## src/rtl/mult_unit_if.sv

```systemverilog
// Decode-to-multiplier handshake: request, operands, and the completion/result path.
interface mult_unit_if #(parameter int WIDTH = 64);
  logic             mult_start;
  logic [1:0]       mult_mode;
  logic [WIDTH-1:0] operand_a;
  logic [WIDTH-1:0] operand_b;
  logic             busy;
  logic             multiplier_done;
  logic [WIDTH-1:0] result;

  modport master (output mult_start, mult_mode, operand_a, operand_b,
                  input  busy, multiplier_done, result);
  modport slave  (input  mult_start, mult_mode, operand_a, operand_b,
                  output busy, multiplier_done, result);
endinterface

```

## src/rtl/mult_unit.sv

```systemverilog
// Iterative shift-add multiplier: one multiplier bit per clock, then a sign
// fix-up/half-select cycle that pulses multiplier_done to release decode.
module mult_unit #(parameter int WIDTH = 64) (
  input  logic      clk,
  input  logic      reset,
  mult_unit_if.slave bus
);
  localparam logic [1:0] IDLE = 2'd0;
  localparam logic [1:0] RUN  = 2'd1;
  localparam logic [1:0] FIX  = 2'd2;
  localparam int CW = $clog2(WIDTH) + 1;

  logic [1:0]         state_q, state_d;
  logic [CW-1:0]      cnt_q, cnt_d;
  logic [2*WIDTH-1:0] acc_q, acc_d;
  logic [WIDTH-1:0]   mcand_q, mcand_d;
  logic [WIDTH-1:0]   res_q, res_d;
  logic [1:0]         mode_q, mode_d;
  logic               neg_q, neg_d;
  logic               done_q, done_d;

  logic [WIDTH-1:0]   abs_a, abs_b, addend;
  logic [WIDTH:0]     sum;
  logic [2*WIDTH-1:0] prod;

  // Magnitudes for SMULH; the most negative value maps onto itself, which is
  // exactly 2^(WIDTH-1) read as unsigned.
  assign abs_a  = bus.operand_a[WIDTH-1] ? -bus.operand_a : bus.operand_a;
  assign abs_b  = bus.operand_b[WIDTH-1] ? -bus.operand_b : bus.operand_b;

  // Shift-right accumulator: the multiplier sits in the low half and is
  // consumed LSB first while partial sums enter from the top.
  assign addend = acc_q[0] ? mcand_q : '0;
  assign sum    = {1'b0, acc_q[2*WIDTH-1:WIDTH]} + {1'b0, addend};
  assign prod   = neg_q ? -acc_q : acc_q;

  always_comb begin
    state_d = state_q;
    cnt_d   = cnt_q;
    acc_d   = acc_q;
    mcand_d = mcand_q;
    res_d   = res_q;
    mode_d  = mode_q;
    neg_d   = neg_q;
    done_d  = 1'b0;
    case (state_q)
      IDLE: if (bus.mult_start) begin
        state_d = RUN;
        mode_d  = bus.mult_mode;
        cnt_d   = '0;
        if (bus.mult_mode == 2'b01) begin
          mcand_d = abs_a;
          acc_d   = {{WIDTH{1'b0}}, abs_b};
          neg_d   = bus.operand_a[WIDTH-1] ^ bus.operand_b[WIDTH-1];
        end else begin
          mcand_d = bus.operand_a;
          acc_d   = {{WIDTH{1'b0}}, bus.operand_b};
          neg_d   = 1'b0;
        end
      end
      RUN: begin
        acc_d = {sum, acc_q[WIDTH-1:1]};
        cnt_d = cnt_q + 1'b1;
        if (cnt_q == CW'(WIDTH - 1)) state_d = FIX;
      end
      FIX: begin
        // Modes 01/10 take the high half; 00 and reserved 11 take the low half.
        res_d   = (^mode_q) ? prod[2*WIDTH-1:WIDTH] : prod[WIDTH-1:0];
        done_d  = 1'b1;
        state_d = IDLE;
      end
      default: state_d = IDLE;
    endcase
  end

  always_ff @(posedge clk or negedge reset) begin
    if (!reset) begin
      state_q <= IDLE;
      cnt_q   <= '0;
      acc_q   <= '0;
      mcand_q <= '0;
      res_q   <= '0;
      mode_q  <= '0;
      neg_q   <= 1'b0;
      done_q  <= 1'b0;
    end else begin
      state_q <= state_d;
      cnt_q   <= cnt_d;
      acc_q   <= acc_d;
      mcand_q <= mcand_d;
      res_q   <= res_d;
      mode_q  <= mode_d;
      neg_q   <= neg_d;
      done_q  <= done_d;
    end
  end

  assign bus.busy            = (state_q != IDLE);
  assign bus.multiplier_done = done_q;
  assign bus.result          = res_q;
endmodule

```

## src/flat_wrapper.sv

```systemverilog
// flat-port wrapper written by rule: the top's interface ports become plain ports
module mult_unit_flat 
#(parameter int WIDTH = 64)
  (clk, reset, bus_mult_start, bus_mult_mode, bus_operand_a, bus_operand_b, bus_busy, bus_multiplier_done, bus_result);
  mult_unit_if #(.WIDTH(WIDTH)) bus_i ();
  input  logic clk;
  input  logic reset;
  input wire logic [$bits(bus_i.mult_start)-1:0] bus_mult_start;
  input wire logic [$bits(bus_i.mult_mode)-1:0] bus_mult_mode;
  input wire logic [$bits(bus_i.operand_a)-1:0] bus_operand_a;
  input wire logic [$bits(bus_i.operand_b)-1:0] bus_operand_b;
  output wire logic [$bits(bus_i.busy)-1:0] bus_busy;
  output wire logic [$bits(bus_i.multiplier_done)-1:0] bus_multiplier_done;
  output wire logic [$bits(bus_i.result)-1:0] bus_result;
  assign bus_i.mult_start = bus_mult_start;
  assign bus_i.mult_mode = bus_mult_mode;
  assign bus_i.operand_a = bus_operand_a;
  assign bus_i.operand_b = bus_operand_b;
  assign bus_busy = bus_i.busy;
  assign bus_multiplier_done = bus_i.multiplier_done;
  assign bus_result = bus_i.result;
  mult_unit #(.WIDTH(WIDTH)) u_core (.clk(clk), .reset(reset), .bus(bus_i));
endmodule
```

## config.mk

```make
export PLATFORM = sky130hd
export DESIGN_NAME = mult_unit_flat
export DESIGN_NICKNAME = d
export VERILOG_FILES = /design/src/rtl/mult_unit_if.sv /design/src/rtl/mult_unit.sv /design/src/flat_wrapper.sv
export SDC_FILE = /design/constraint.sdc
export NUM_CORES = 1
export LEC_CHECK = 0
export BUFFER_PORTS_ARGS = -buffer_cell sky130_fd_sc_hd__clkbuf_2
export CORE_MARGIN = 3
export CORE_UTILIZATION = 60
export DETAILED_ROUTE_END_ITERATION = 12
export PLACE_DENSITY = 0.77
export SETUP_SLACK_MARGIN = 0.3
export SLEW_MARGIN = 20
export SYNTH_ARGS = -nofsm -noshare
export SYNTH_HDL_FRONTEND = slang
export SYNTH_SLANG_ARGS = --single-unit
```

## constraint.sdc

```tcl
create_clock -name clk -period 9.9 [get_ports clk]
set_clock_uncertainty 0.05 [all_clocks]
set_input_delay 0.99 -clock clk [delete_from_list [all_inputs] [get_ports clk]]
set_output_delay 0.99 -clock clk [all_outputs]
set_load 0.1 [all_outputs]
```

==> results.md <==
Run status:
- The flow ran to the end, and the final reports show no timing, DRC or antenna violations.

Drt:
- After the first detailed-routing iteration, the DRC count stood at between 2,000 and 2,500.
- The final routed wirelength across all metal layers is 68,500 µm.
- The routed via count is 20,500.
- The remaining antenna violation count is 0.
- The count of TritonRoute iterations in the first routing pass is 6.
- The mean number of vias per cell is roughly 6.4.
- The post-detailed-route DRC marker count is 0.
- The routed wire length per instance is between 20 and 25 µm.

Timing:
- The transition time at the pin with the least slew margin is between 1 and 1.5 ns.
- Setup repair after global routing left no endpoint under its margin.
- Summed over all failing endpoints, the final setup total negative slack is 0 ns.
- Across all setup checks in the final design, the least slack found is slightly above 5 ns.
- The clock period could shrink to roughly 4.8 ns.
- The count of final hold-check violations was 0.
- The final number of setup-violating endpoints is 0.
- Dividing the final minimum period by the clock period gives 0.482.
- The final count of pins violating max slew came to 0.
- The max-slew headroom at the worst pin is 0.188.
- Static timing analysis puts the maximum clock frequency at around 0.21 GHz.

Worst setup path:
- For the worst flop-to-flop path, the logic depth is 13.
- The largest fanout on the critical path is 65.
- STA puts the critical path data required time at 10.30 ns.
- The worst setup path is launched from a flip-flop.
- The worst path arrival time is 5.17 ns.
- The kind of end point of the critical path is a flip-flop.
- The critical path class is reg -> reg.

Logic synthesis:
- The fraction of registers with async set/reset is 1.00.
- The sequential share of the synthesized area is 0.326.
- The area share of the largest cell type after synthesis is 0.326.
- The leading area contributor after synthesis is sky130_fd_sc_hd__dfrtp_1.
- Yosys mapped a number of flops with a built-in enable equal to 0.
- The portion of synthesized area spent on multiplexers is 0.00388.
- The area share of fa/ha/maj cells after synthesis is 0.0422.
- In this run the cell area of the synthesized design comes to 20,600 µm².
- In this run, synthesis produced a sequential element count of approximately 270.
- Synthesis produced a netlist with a net count of roughly 2,800.
- Yosys printed 0 warnings.
- The distinct cell type count after synthesis is 74.
- In the synthesized netlist, the number of instances is about 2,600.
- In the post-synthesis netlist, the biggest area contributors are sky130_fd_sc_hd__dfrtp_1, sky130_fd_sc_hd__o21ai_0, sky130_fd_sc_hd__nand2_1.
- The dominant combinational cell family by area after synthesis is compound AO/OA/AOI/OAI gates.
- The share of synthesized cell area in and, or, nand and nor gates is 0.231.
- A synthesized cell averages roughly 7.9 µm².
- Among all flip-flop cells after synthesis, the most frequent one is sky130_fd_sc_hd__dfrtp_1.
- Of the total synthesized cell area, the portion taken by XOR and XNOR cells is 0.124.
- The post-synthesis compound-gate area fraction is 0.236.

CTS:
- Clock latency on the worst-skew pair, taken at its later pin, is approximately 0.57 ns.
- After clock tree synthesis, the clock-pin slew on the worst setup and hold paths is roughly 0.06 ns.
- The buffer depth of the longest clock path is 3.
- The CTS tree is done.
- The buffer type at the clock tree root is sky130_fd_sc_hd__clkbuf_16.
- The clock drives 269 sinks.
- In this run the number of H-tree levels came out at 1.
- Post-CTS repair changed the size of 0 cells.
- The number of buffers inserted by hold repair at cts is 0.
- The number of setup buffers added after CTS is 0.
- Clock tree synthesis inserted a total of 29 buffers.

Min path:
- The cell count of the worst hold path is 2.
- The path class of the lowest-slack min-delay path is reg -> reg.

Floorplan:
- The total die area is 36,600 µm².
- The count of standard-cell rows is 67.
- The standard cell core area is ~34,000 µm².
- From bottom edge to top edge, the die measures between 150 and 200 µm.
- The number of top-level pins is 199.
- In this run the horizontal extent of the chip is between 150 and 200 µm.
- The initial core utilization is 0.612.

Pwr:
- The power per cell area is a little under 300 nW/µm².
- In this run the static leakage power is 0.00948 µW.
- The proportion of power drawn by the clock network is 0.170.
- The internal portion of total power is roughly 3400 µW.
- The switching power of the nets is between 3000 and 4000 µW.
- The share of total power dissipated in sequential elements is 0.336.
- IR analysis of the VDD net gives a maximum drop of a little under 200 µV.
- Of the total power, the share spent switching nets is 0.487.
- The share of total power dissipated in combinational logic is 0.494.

GRT:
- The maximum number of pins on one net before global-route repair is ~130.
- The via count of the first global-routing pass was ~19,000.
- The number of antenna violations at the first check in global routing is 5.
- The wire length of the first global-routing pass is between 100,000 and 150,000 µm.
- In the global route stage, overall resource usage came out at 0.365.
- Summed over all layers, the global routing overflow is 0.

Place:
- Input and output buffers added on the ports amount to around 200.
- The detailed placement HPWL is ~53,000 µm.
- The placement-stage worst setup slack is between 5 and 6 ns.
- Routability-driven placement finished with a final weighted congestion of around 1.1.

Cells and area:
- Of the cells placed in the final design, the portion with a size suffix greater than 1 is 0.114.
- The number of antenna diodes in the final layout is 0.
- The library cells used most frequently in the layout, excluding fill and tap cells, are sky130_fd_sc_hd__nand2_1, sky130_fd_sc_hd__o21ai_0, sky130_fd_sc_hd__dfrtp_1.
- The net count of the finished layout is 2,917.
- The layout filler cell count is approximately 3,000.
- Compared with the post-synthesis result, the final layout area differs by 10.3%.

Flow run:
- Across the run, the number of max-cap violations was 0.
## critical path: stages, from the launching register on
cell and delay (ns):
sky130_fd_sc_hd__dfrtp_1 0.39, sky130_fd_sc_hd__buf_4 0.44, sky130_fd_sc_hd__and2_1 0.22, sky130_fd_sc_hd__ha_1 0.29, sky130_fd_sc_hd__a21oi_1 0.31, sky130_fd_sc_hd__a21oi_1 0.14
sky130_fd_sc_hd__nor3_1 0.42, sky130_fd_sc_hd__a21oi_1 0.19, sky130_fd_sc_hd__nor4_1 0.73, sky130_fd_sc_hd__nor2_1 0.18, sky130_fd_sc_hd__a21oi_1 0.48, sky130_fd_sc_hd__nor4_1 0.13
sky130_fd_sc_hd__or4_1 0.42, sky130_fd_sc_hd__a32o_1 0.25
## routing by layer
layer / vias to the layer above / share of wire / routed length [µm] / global-route usage
met1: 9763 / 0.43 / 29400 / 0.518
li1: 9582 / - / - / -
met3: 139 / 0.094 / 6410 / 0.0655
met4: 8 / 0.037 / 2530 / 0.120
met2: 1008 / 0.44 / 30200 / 0.566
met5: - / 0.00083 / 57 / 0
## synthesized netlist by cell type, types with 8 or more instances
| cell | count |
|---|---|
| sky130_fd_sc_hd__or4_1 | 37 |
| sky130_fd_sc_hd__o21a_1 | 14 |
| sky130_fd_sc_hd__nor3_1 | 64 |
| sky130_fd_sc_hd__nor2b_1 | 10 |
| sky130_fd_sc_hd__nand3b_1 | 8 |
| sky130_fd_sc_hd__nor2_1 | 163 |
| sky130_fd_sc_hd__nand2_1 | 379 |
| sky130_fd_sc_hd__a22o_1 | 9 |
| sky130_fd_sc_hd__o31ai_1 | 51 |
| sky130_fd_sc_hd__a22oi_1 | 55 |
| sky130_fd_sc_hd__a211oi_1 | 12 |
| sky130_fd_sc_hd__or2_2 | 17 |
| sky130_fd_sc_hd__dfrtp_1 | 269 |
| sky130_fd_sc_hd__xor2_1 | 147 |
| sky130_fd_sc_hd__a31oi_1 | 14 |
| sky130_fd_sc_hd__nand4_1 | 28 |
| sky130_fd_sc_hd__and3_1 | 17 |
| sky130_fd_sc_hd__mux2i_1 | 8 |
| sky130_fd_sc_hd__a21oi_1 | 173 |
| sky130_fd_sc_hd__nand2b_1 | 13 |
| sky130_fd_sc_hd__clkbuf_1 | 141 |
| sky130_fd_sc_hd__nor4_1 | 35 |
| sky130_fd_sc_hd__xnor2_1 | 146 |
| sky130_fd_sc_hd__or3_1 | 41 |
| sky130_fd_sc_hd__o41ai_1 | 29 |
| sky130_fd_sc_hd__and2_1 | 71 |
| sky130_fd_sc_hd__nand3_1 | 52 |
| sky130_fd_sc_hd__ha_1 | 68 |
| sky130_fd_sc_hd__o21bai_1 | 10 |
| sky130_fd_sc_hd__o21ai_0 | 376 |
| sky130_fd_sc_hd__a21o_1 | 30 |
| sky130_fd_sc_hd__inv_1 | 42 |
## metrics by stage
step	total power [µW]	hold WS [ns]	std cells	instance area [µm²]	utilization
after global placement	5280	0.399	3132	21800	0.646
final	6600	0.417	3182	22800	0.675
after CTS	6480	0.421	3182	22800	0.675
after floorplan	4230	0.388	2621	20600	-
after global routing	6990	0.442	3182	22800	0.675
after detailed placement	5350	0.407	3132	21800	0.646
## area by class of cell
cell class | instances | area (µm²) | share of cell area
Multi-Input combinational cell | 2160 | 13200 | 0.581
Sequential cell | 269 | 6740 | 0.296
Inverter | 42 | 158 | 0.00693
Clock buffer | 34 | 774 | 0.0340
Clock inverter | 16 | 196 | 0.00863
Tap cell | 448 | 561 | 0.0246
Timing Repair Buffer | 213 | 1110 | 0.0489
## registers in the layout, indices dropped and copies added, names as in the netlist
name                        count
u_core.acc_q                  128
u_core.bus.multiplier_done      1
u_core.bus.result              64
u_core.cnt_q                    7
u_core.mcand_q                 64
u_core.mode_q                   2
u_core.neg_q                    1
u_core.state_q                  2
## cell families (layout without fill, tap and decap cells)
group / count (synthesis) / count (layout)
adders and majority gates: 69 / 69
AOI/OAI and AO/OA: 820 / 820
and+or+nand+nor: 970 / 970
xor gates and xnor gates: 293 / 293
muxes: 8 / 8
buffers and inverters: 192 / 305
DFF: 269 / 269
## worst paths after layout
check	slack, ns	start	endpoint
min in group asynchronous	0.48	reset	u_core.acc_q[15]
worst max-delay path	5.13	u_core.acc_q[0]	u_core.acc_q[120]
worst max register to register	5.13	u_core.acc_q[0]	u_core.acc_q[120]
max in group asynchronous	7.77	reset	u_core.mcand_q[37]
worst min register to register	0.42	u_core.bus.result[62]	u_core.bus.result[62]
worst min-delay path	0.42	u_core.bus.result[62]	u_core.bus.result[62]
## power by group through the flow
| stage | sequential (µW) | combinational [µW] | clock, µW |
|---|---|---|---|
| global route | 2240 | 3570 | 1170 |
| CTS | 2170 | 3180 | 1130 |
| floorplan | 1850 | 2370 | 0 |
| global placement | 2180 | 3100 | 0 |
| detailed placement | 2190 | 3160 | 0 |
| finish | 2210 | 3260 | 1120 |
Power figures use the tool's default switching activity.
